===== config.mk =====
export PLATFORM = sky130hd
export DESIGN_NAME = inst_loader_flat
export DESIGN_NICKNAME = d
export VERILOG_FILES = /design/src/rtl/inst_loader_pkg.sv /design/src/rtl/inst_loader_if.sv /design/src/rtl/inst_loader_encoder.sv /design/src/rtl/inst_loader.sv /design/src/flat_wrapper.sv
export SDC_FILE = /design/constraint.sdc
export NUM_CORES = 1
export LEC_CHECK = 0
export CORE_ASPECT_RATIO = 0.9
export CORE_MARGIN = 5
export CORE_UTILIZATION = 41
export DETAILED_ROUTE_END_ITERATION = 8
export PLACE_DENSITY = 0.9
export SYNTH_ARGS = -nofsm -noshare
export SYNTH_HDL_FRONTEND = slang
export SYNTH_SLANG_ARGS = --single-unit

===== constraint.sdc =====
create_clock -name iClk -period 2.34 [get_ports iClk]
set_clock_uncertainty 0.05 [all_clocks]
set_input_delay 0.585 -clock iClk [delete_from_list [all_inputs] [get_ports iClk]]
set_output_delay 0.585 -clock iClk [all_outputs]
set_load 0.05 [all_outputs]

===== src/rtl/inst_loader_pkg.sv =====
// Shared RV32I loader definitions: opcodes, NO-OP word, field bundle and loader states.
package rv_inst_pkg;

   localparam logic [6:0]  OPC_RTYPE = 7'h33;
   localparam logic [6:0]  OPC_ITYPE = 7'h13;
   localparam logic [31:0] NOP_WORD  = 32'h0;

   typedef struct packed {
      logic [6:0]  opcode;
      logic [4:0]  rd;
      logic [4:0]  rs1;
      logic [4:0]  rs2;
      logic [2:0]  funct3;
      logic [6:0]  funct7;
      logic [11:0] imm;
   } inst_fields_t;

   typedef enum logic [1:0] {
      IDLE = 2'd0,
      LOAD = 2'd1,
      TERM = 2'd2,
      DONE = 2'd3
   } loader_state_t;

endpackage


===== src/rtl/inst_loader_if.sv =====
// Field-beat handshake between an instruction source (master) and the loader (slave).
interface inst_loader_if;
   logic        iValid;
   logic        oReady;
   logic        iLast;
   logic [6:0]  iOpcode;
   logic [4:0]  iRd;
   logic [4:0]  iRs1;
   logic [4:0]  iRs2;
   logic [2:0]  iFunct3;
   logic [6:0]  iFunct7;
   logic [11:0] iImm;

   modport master (
      output iValid, iLast, iOpcode, iRd, iRs1, iRs2, iFunct3, iFunct7, iImm,
      input  oReady
   );

   modport slave (
      input  iValid, iLast, iOpcode, iRd, iRs1, iRs2, iFunct3, iFunct7, iImm,
      output oReady
   );
endinterface


===== src/rtl/inst_loader_encoder.sv =====
// Packs decoded RV32I fields into an R-type or I-type word; flags unsupported opcodes.
module inst_encoder
   import rv_inst_pkg::*;
(
   input  inst_fields_t i_fields,
   output logic [31:0]  o_word,
   output logic         o_supported
);

   // Select the packing from the opcode; anything else yields no word.
   always_comb begin
      o_word      = NOP_WORD;
      o_supported = 1'b0;
      case (i_fields.opcode)
         OPC_RTYPE: begin
            o_word      = {i_fields.funct7, i_fields.rs2, i_fields.rs1,
                           i_fields.funct3, i_fields.rd, i_fields.opcode};
            o_supported = 1'b1;
         end
         OPC_ITYPE: begin
            o_word      = {i_fields.imm, i_fields.rs1,
                           i_fields.funct3, i_fields.rd, i_fields.opcode};
            o_supported = 1'b1;
         end
         default: ;
      endcase
   end

endmodule


===== src/rtl/inst_loader.sv =====
// Instruction RAM loader: packs field beats into words, writes them from address 0
// and closes every load with a NO-OP word.
// Optional build macro: INST_LOADER_CHECKSUM_EN adds oChecksum (XOR of all words
// written in the current load, NO-OP included).
//
//  state | meaning
//  IDLE  | waiting for iStart after reset
//  LOAD  | accepting beats, one registered write per supported beat
//  TERM  | issuing the trailing NO-OP write at the pointer
//  DONE  | load complete, oDone high, iStart reloads from address 0
module inst_loader
   import rv_inst_pkg::*;
#(
   parameter int WIDTH    = 32,
   parameter int NUM_INST = 15,
   parameter int ADDR_W   = $clog2(NUM_INST)
) (
   input  logic              iClk,
   input  logic              iRstN,
   input  logic              iStart,
   inst_loader_if.slave      bus,
   output logic              oWe,
   output logic [ADDR_W-1:0] oWaddr,
   output logic [WIDTH-1:0]  oWdata,
   output logic              oBusy,
   output logic              oDone,
   output logic              oError,
   output logic [ADDR_W-1:0] oCount
`ifdef INST_LOADER_CHECKSUM_EN
   ,
   output logic [WIDTH-1:0]  oChecksum
`endif
);

   loader_state_t     r_state;
   loader_state_t     w_state_nxt;
   logic              r_we;
   logic [ADDR_W-1:0] r_waddr;
   logic [WIDTH-1:0]  r_wdata;
   logic [ADDR_W-1:0] r_ptr;
   logic [ADDR_W-1:0] r_count;
   logic              r_error;
   inst_fields_t      w_fields;
   logic [31:0]       w_word;
   logic              w_supported;
   logic              w_xfer;
   logic              w_start;
   logic              w_cap_hit;

   assign w_fields = '{opcode: bus.iOpcode, rd: bus.iRd, rs1: bus.iRs1, rs2: bus.iRs2,
                       funct3: bus.iFunct3, funct7: bus.iFunct7, imm: bus.iImm};

   inst_encoder u_encoder (
      .i_fields    (w_fields),
      .o_word      (w_word),
      .o_supported (w_supported)
   );

   assign w_xfer    = bus.iValid && (r_state == LOAD);
   assign w_start   = iStart && ((r_state == IDLE) || (r_state == DONE));
   // This beat's write fills the last user slot; the final slot is kept for the NO-OP.
   assign w_cap_hit = w_supported && (r_count == ADDR_W'(NUM_INST - 2));

   // State register.
   always_ff @(posedge iClk) begin
      if (!iRstN) r_state <= IDLE;
      else        r_state <= w_state_nxt;
   end

   // Next state and state-decoded handshake/status outputs.
   always_comb begin
      w_state_nxt = r_state;
      bus.oReady  = 1'b0;
      oBusy       = 1'b0;
      oDone       = 1'b0;
      case (r_state)
         IDLE: if (iStart) w_state_nxt = LOAD;
         LOAD: begin
            bus.oReady = 1'b1;
            oBusy      = 1'b1;
            if (w_xfer && (bus.iLast || w_cap_hit)) w_state_nxt = TERM;
         end
         TERM: begin
            oBusy       = 1'b1;
            w_state_nxt = DONE;
         end
         DONE: begin
            oDone = 1'b1;
            if (iStart) w_state_nxt = LOAD;
         end
         default: w_state_nxt = IDLE;
      endcase
   end

   // Write port, pointer, count and sticky error; oWe is a single-cycle pulse per word.
   always_ff @(posedge iClk) begin
      if (!iRstN) begin
         r_we    <= 1'b0;
         r_waddr <= '0;
         r_wdata <= '0;
         r_ptr   <= '0;
         r_count <= '0;
         r_error <= 1'b0;
      end else begin
         r_we <= 1'b0;
         if (w_start) begin
            r_ptr   <= '0;
            r_count <= '0;
            r_error <= 1'b0;
         end else if (w_xfer) begin
            if (w_supported) begin
               r_we    <= 1'b1;
               r_waddr <= r_ptr;
               r_wdata <= w_word;
               r_ptr   <= r_ptr + ADDR_W'(1);
               r_count <= r_count + ADDR_W'(1);
            end else begin
               r_error <= 1'b1;
            end
         end else if (r_state == TERM) begin
            r_we    <= 1'b1;
            r_waddr <= r_ptr;
            r_wdata <= NOP_WORD;
         end
      end
   end

`ifdef INST_LOADER_CHECKSUM_EN
   logic [WIDTH-1:0] r_checksum;

   // Running XOR of every word handed to the write port during this load.
   always_ff @(posedge iClk) begin
      if (!iRstN)                       r_checksum <= '0;
      else if (w_start)                 r_checksum <= '0;
      else if (w_xfer && w_supported)   r_checksum <= r_checksum ^ w_word;
      else if (r_state == TERM)         r_checksum <= r_checksum ^ NOP_WORD;
   end

   assign oChecksum = r_checksum;
`endif

   assign oWe    = r_we;
   assign oWaddr = r_waddr;
   assign oWdata = r_wdata;
   assign oError = r_error;
   assign oCount = r_count;

endmodule


===== src/flat_wrapper.sv =====
// flat-port wrapper written by rule: the top's interface ports become plain ports
module inst_loader_flat import rv_inst_pkg::*;
#(
   parameter int WIDTH    = 32,
   parameter int NUM_INST = 15,
   parameter int ADDR_W   = $clog2(NUM_INST)
)
  (iClk, iRstN, iStart, oWe, oWaddr, oWdata, oBusy, oDone, oError, oCount, bus_iValid, bus_iLast, bus_iOpcode, bus_iRd, bus_iRs1, bus_iRs2, bus_iFunct3, bus_iFunct7, bus_iImm, bus_oReady);
  inst_loader_if bus_i ();
  input  logic iClk;
  input  logic iRstN;
  input  logic iStart;
  output logic oWe;
  output logic [ADDR_W-1:0] oWaddr;
  output logic [WIDTH-1:0] oWdata;
  output logic oBusy;
  output logic oDone;
  output logic oError;
  output logic [ADDR_W-1:0] oCount;
  input wire logic [$bits(bus_i.iValid)-1:0] bus_iValid;
  input wire logic [$bits(bus_i.iLast)-1:0] bus_iLast;
  input wire logic [$bits(bus_i.iOpcode)-1:0] bus_iOpcode;
  input wire logic [$bits(bus_i.iRd)-1:0] bus_iRd;
  input wire logic [$bits(bus_i.iRs1)-1:0] bus_iRs1;
  input wire logic [$bits(bus_i.iRs2)-1:0] bus_iRs2;
  input wire logic [$bits(bus_i.iFunct3)-1:0] bus_iFunct3;
  input wire logic [$bits(bus_i.iFunct7)-1:0] bus_iFunct7;
  input wire logic [$bits(bus_i.iImm)-1:0] bus_iImm;
  output wire logic [$bits(bus_i.oReady)-1:0] bus_oReady;
  assign bus_i.iValid = bus_iValid;
  assign bus_i.iLast = bus_iLast;
  assign bus_i.iOpcode = bus_iOpcode;
  assign bus_i.iRd = bus_iRd;
  assign bus_i.iRs1 = bus_iRs1;
  assign bus_i.iRs2 = bus_iRs2;
  assign bus_i.iFunct3 = bus_iFunct3;
  assign bus_i.iFunct7 = bus_iFunct7;
  assign bus_i.iImm = bus_iImm;
  assign bus_oReady = bus_i.oReady;
  inst_loader #(.WIDTH(WIDTH), .NUM_INST(NUM_INST), .ADDR_W(ADDR_W)) u_core (.iClk(iClk), .iRstN(iRstN), .iStart(iStart), .bus(bus_i), .oWe(oWe), .oWaddr(oWaddr), .oWdata(oWdata), .oBusy(oBusy), .oDone(oDone), .oError(oError), .oCount(oCount));
endmodule

==> reports/qor.txt, run 1 <==
=========================================================================================
Run status                                                                   finished, final reports clean
Met3 track utilization from global routing                                         0.0627
Post-CTS Setup Bufs                                                                     0
PnR worst setup slack                                                              154 ps
Pre-Repair DR Iteration Count                                                           4
Placed Cells incl. Taps                                                               351
I/O Pins                                                                               94
Later-pin clock latency in the skew report                                         290 ps
Design Area, Final                                                           0.00316 mm^2
Headroom to the max-slew limit                                                      0.611
Total of hold buffers inserted after clock tree synthesis                               0
Power density over the cells                                                  650 mW/mm^2
Filler Cells Inserted                                                                 399
Register area share after synthesis                                                 0.478
Via count of the first global-routing pass                                           1965
Area of the mapped netlist                                                   0.00201 mm^2
Unrepaired setup endpoints after global routing                                     false
Gr ovfl total                                                                           0
Post-Synthesis Net Count                                                              249
Number of enable flip-flop cells after synthesis                                        0
DRC violation total after the first TritonRoute iteration                              87
Required time of the critical path                                                1700 ps
Vertical die dimension                                                            76.4 um
Count of nets after finishing                                                         348
GR Layer Usage met2                                                                 0.294
Peak ir drop on the vdd network                                                  0.389 mV
Global routing met1 resource utilization                                            0.192
Final RePlAce weighted congestion                                                   0.743
Count of standard-cell rows                                                            24
Area enclosed by the die boundary                                            0.00641 mm^2
Max_cap viols                                                                           0
Count of H-tree levels built during CTS                                                 2
Clock tree from TritonCTS                                                             yes
CP Capture Type                                                               output port
YS warnings                                                                             0
Post-Route Hold Slack                                                              406 ps
Slowest stage cell on the critical path                                      sky130_fd_sc_hd__clkdlybuf4s50_1
Relative area change from synthesis to final layout                                 56.9%
Fin. Hold Viols                                                                         0
Routed via count divided by cell count                                               5.07
First-pass GRT wire length                                                        9130 um
Proportion of register bits with asynchronous set or reset after synthesis              0
Final setup fails                                                                       0
Routed wire length                                                                5390 um
Placed cell areas                                                            0.00308 mm^2
Most Crowded Layer GR                                                                met2
All-Layer GR Usage                                                                  0.171
Instance count of the mapped netlist                                                  194
CTS clock-pin slew for the worst setup and hold paths                               80 ps
Avg Synthesized Cell Area                                                       10.4 um^2
Final routed DRC violation total                                                        0
Clock buffers created by TritonCTS                                                      5
Fin cells                                                                             358
Post-layout min period                                                            2190 ps
Peak fanout along the critical path                                                     5
Via Count                                                                            1815
DPL Wire Length                                                                   4090 um
Final routed wire length divided by cell count                                    15.0 um
Remaining antenna violation count after routing                                         0
Largest net degree at the start of global routing                                      21
Final Cycle Share                                                                   0.934
Maximum number of buffers from clock root to sink                                       2
Most frequently used flop master after synthesis                             sky130_fd_sc_hd__dfxtp_1
Flip-flop and latch count after synthesis                                              48
Maximum cell stage delay along the critical path                                   830 ps
Number of antenna violations at the first check in global routing                       0
Number of pins with negative max-slew slack in the final report                         0
Diodes inserted                                                                         0
Top Family by Delay on Critical Path                                         buffers and inverters
Kind of critical path                                                          reg -> out
Placeable Area                                                               0.00480 mm^2
Yosys cell types                                                                       34
WP data arrival                                                                   1550 ps
Category of the worst setup path launch point                                        flop
IO buf count                                                                           93
Clock root cell                                                              sky130_fd_sc_hd__clkbuf_8
Worst Hold Class                                                               reg -> reg
Worst setup slack after placement                                                -31.7 ps
Overall die width                                                                 83.8 um
Starting Density                                                                    0.418
Transition time at the pin with the least slew margin                              584 ps
Proportion of layout cells with a drive suffix above 1                              0.133
Critical-path cell list                                                      clkdlybuf4s50_1
Clock sink count                                                                       48
Static power due to leakage                                                       1.25 nW
Worst Path Buf+Inv                                                                      1
Max Fclk                                                                          457 MHz
=========================================================================================
## cell families (layout without fill, tap and decap cells)
logic type	Yosys count	in the layout	synth area share
AND/OR/NAND/NOR	52	52	0.144
buffers and inverters	22	121	0.0535
adder cells (fa/ha/maj)	6	6	0.0373
flip-flops	48	48	0.478
multiplexers	17	17	0.0846
XOR/XNOR	5	5	0.0218
AO/OA/AOI/OAI	44	44	0.180
## cells in the final DEF (no fill, tap or decap), drive strengths merged
cell           netlist  layout
a31o                13      13
nor4                14      14
a22o                14      14
mux2i               17      17
o21bai               1       1
o211a                1       1
clkbuf               9       6
xnor2                3       3
o22ai                1       1
dlymetal6s2s         0       1
ha                   6       6
clkinv               0       1
inv                  8       8
nand4bb              1       1
o21ai                3       3
a21o                 3       3
a21bo                1       1
and2                 4       4
or2                  1       1
clkdlybuf4s50        0      90
a211oi               1       1
nand4b               1       1
nor2                 8       8
dfxtp               48      48
or3                  1       1
a21oi                5       5
buf                  5      15
xor2                 2       2
nand3                3       3
nand2               14      14
nor3                 4       4
nand2b               1       1
o221a                1       1
## path summary, 6_finish.rpt
check,from,slack [ps],to,cells past startpoint
min reg2reg,u_core.oWdata[4],410,u_core.oWdata[4],1
max reg2reg,u_core.r_state[1],440,u_core.oWdata[25],7
max,u_core.oCount[0],150,oCount[0],1
min,u_core.oWdata[4],410,u_core.oWdata[4],1
## metal layers
| metal | share of wire | routed length, um |
|---|---|---|
| met1 | 0.42 | 2250 |
| met2 | 0.48 | 2580 |
| met3 | 0.074 | 400 |
| met4 | 0.028 | 153 |
| met5 | 0 | 0 |
## power breakdown
| part | total, mW | internal, mW | switching [mW] | leakage, nW |
|---|---|---|---|---|
| clock network | 0.457 | 0.203 | 0.254 | 0.0410 |
| logic | 0.735 | 0.303 | 0.431 | 0.818 |
| registers | 0.861 | 0.841 | 0.0195 | 0.387 |
## registers in the layout (all words and copies together) (netlist names)
register	count
u_core.oWdata	32
u_core.oCount	4
u_core.oWaddr	4
u_core.r_ptr	4
u_core.r_state	2
u_core.oError	1
u_core.oWe	1
## synth_stat cells, drive strengths merged, types with 4 or more instances
| master | number | area share |
|---|---|---|
| ha | 6 | 0.037 |
| and2 | 4 | 0.012 |
| a31o | 13 | 0.057 |
| nor3 | 4 | 0.010 |
| clkbuf | 9 | 0.017 |
| inv | 8 | 0.015 |
| buf | 5 | 0.022 |
| dfxtp | 48 | 0.48 |
| nor4 | 14 | 0.054 |
| nor2 | 8 | 0.015 |
| nand2 | 14 | 0.026 |
| a22o | 14 | 0.061 |
| mux2i | 17 | 0.085 |
| a21oi | 5 | 0.018 |
## metrics by stage
stage	util	power [mW]	TNS (ps)
final	0.657	2.05	0
after global routing	0.657	2.16	0
after CTS	0.656	2.07	0
after detailed placement	0.640	1.62	-31.7
after global placement	0.640	1.60	0
after floorplan	-	1.31	0
## area by class of cell
type,count,area [um^2],share of cell area
timing repair buffer,106,1060,0.337
tap,65,81.3,0.0258
clock inverter,1,5.00,0.00159
inverter,8,30.0,0.00952
sequential,48,961,0.305
clock buffer,6,72.6,0.0230
multi-input combinational,124,942,0.299
## timing repair
| item | 4_1_cts | 5_1_grt |
|---|---|---|
| endpoints found under the setup margin | 0 | 1 |
| hold endpoints to repair | 0 | 0 |
| resized for setup | 0 | 1 |
Power figures use the tool's default switching activity.
==> run 2, diff against run 1 <==
HOLD_SLACK_MARGIN = 0.02   (was unset)
SKIP_CTS_REPAIR_TIMING = 1   (was unset)
==> results of run 2 <==
Final layout, timing and power as in run 1 (identical DEF).
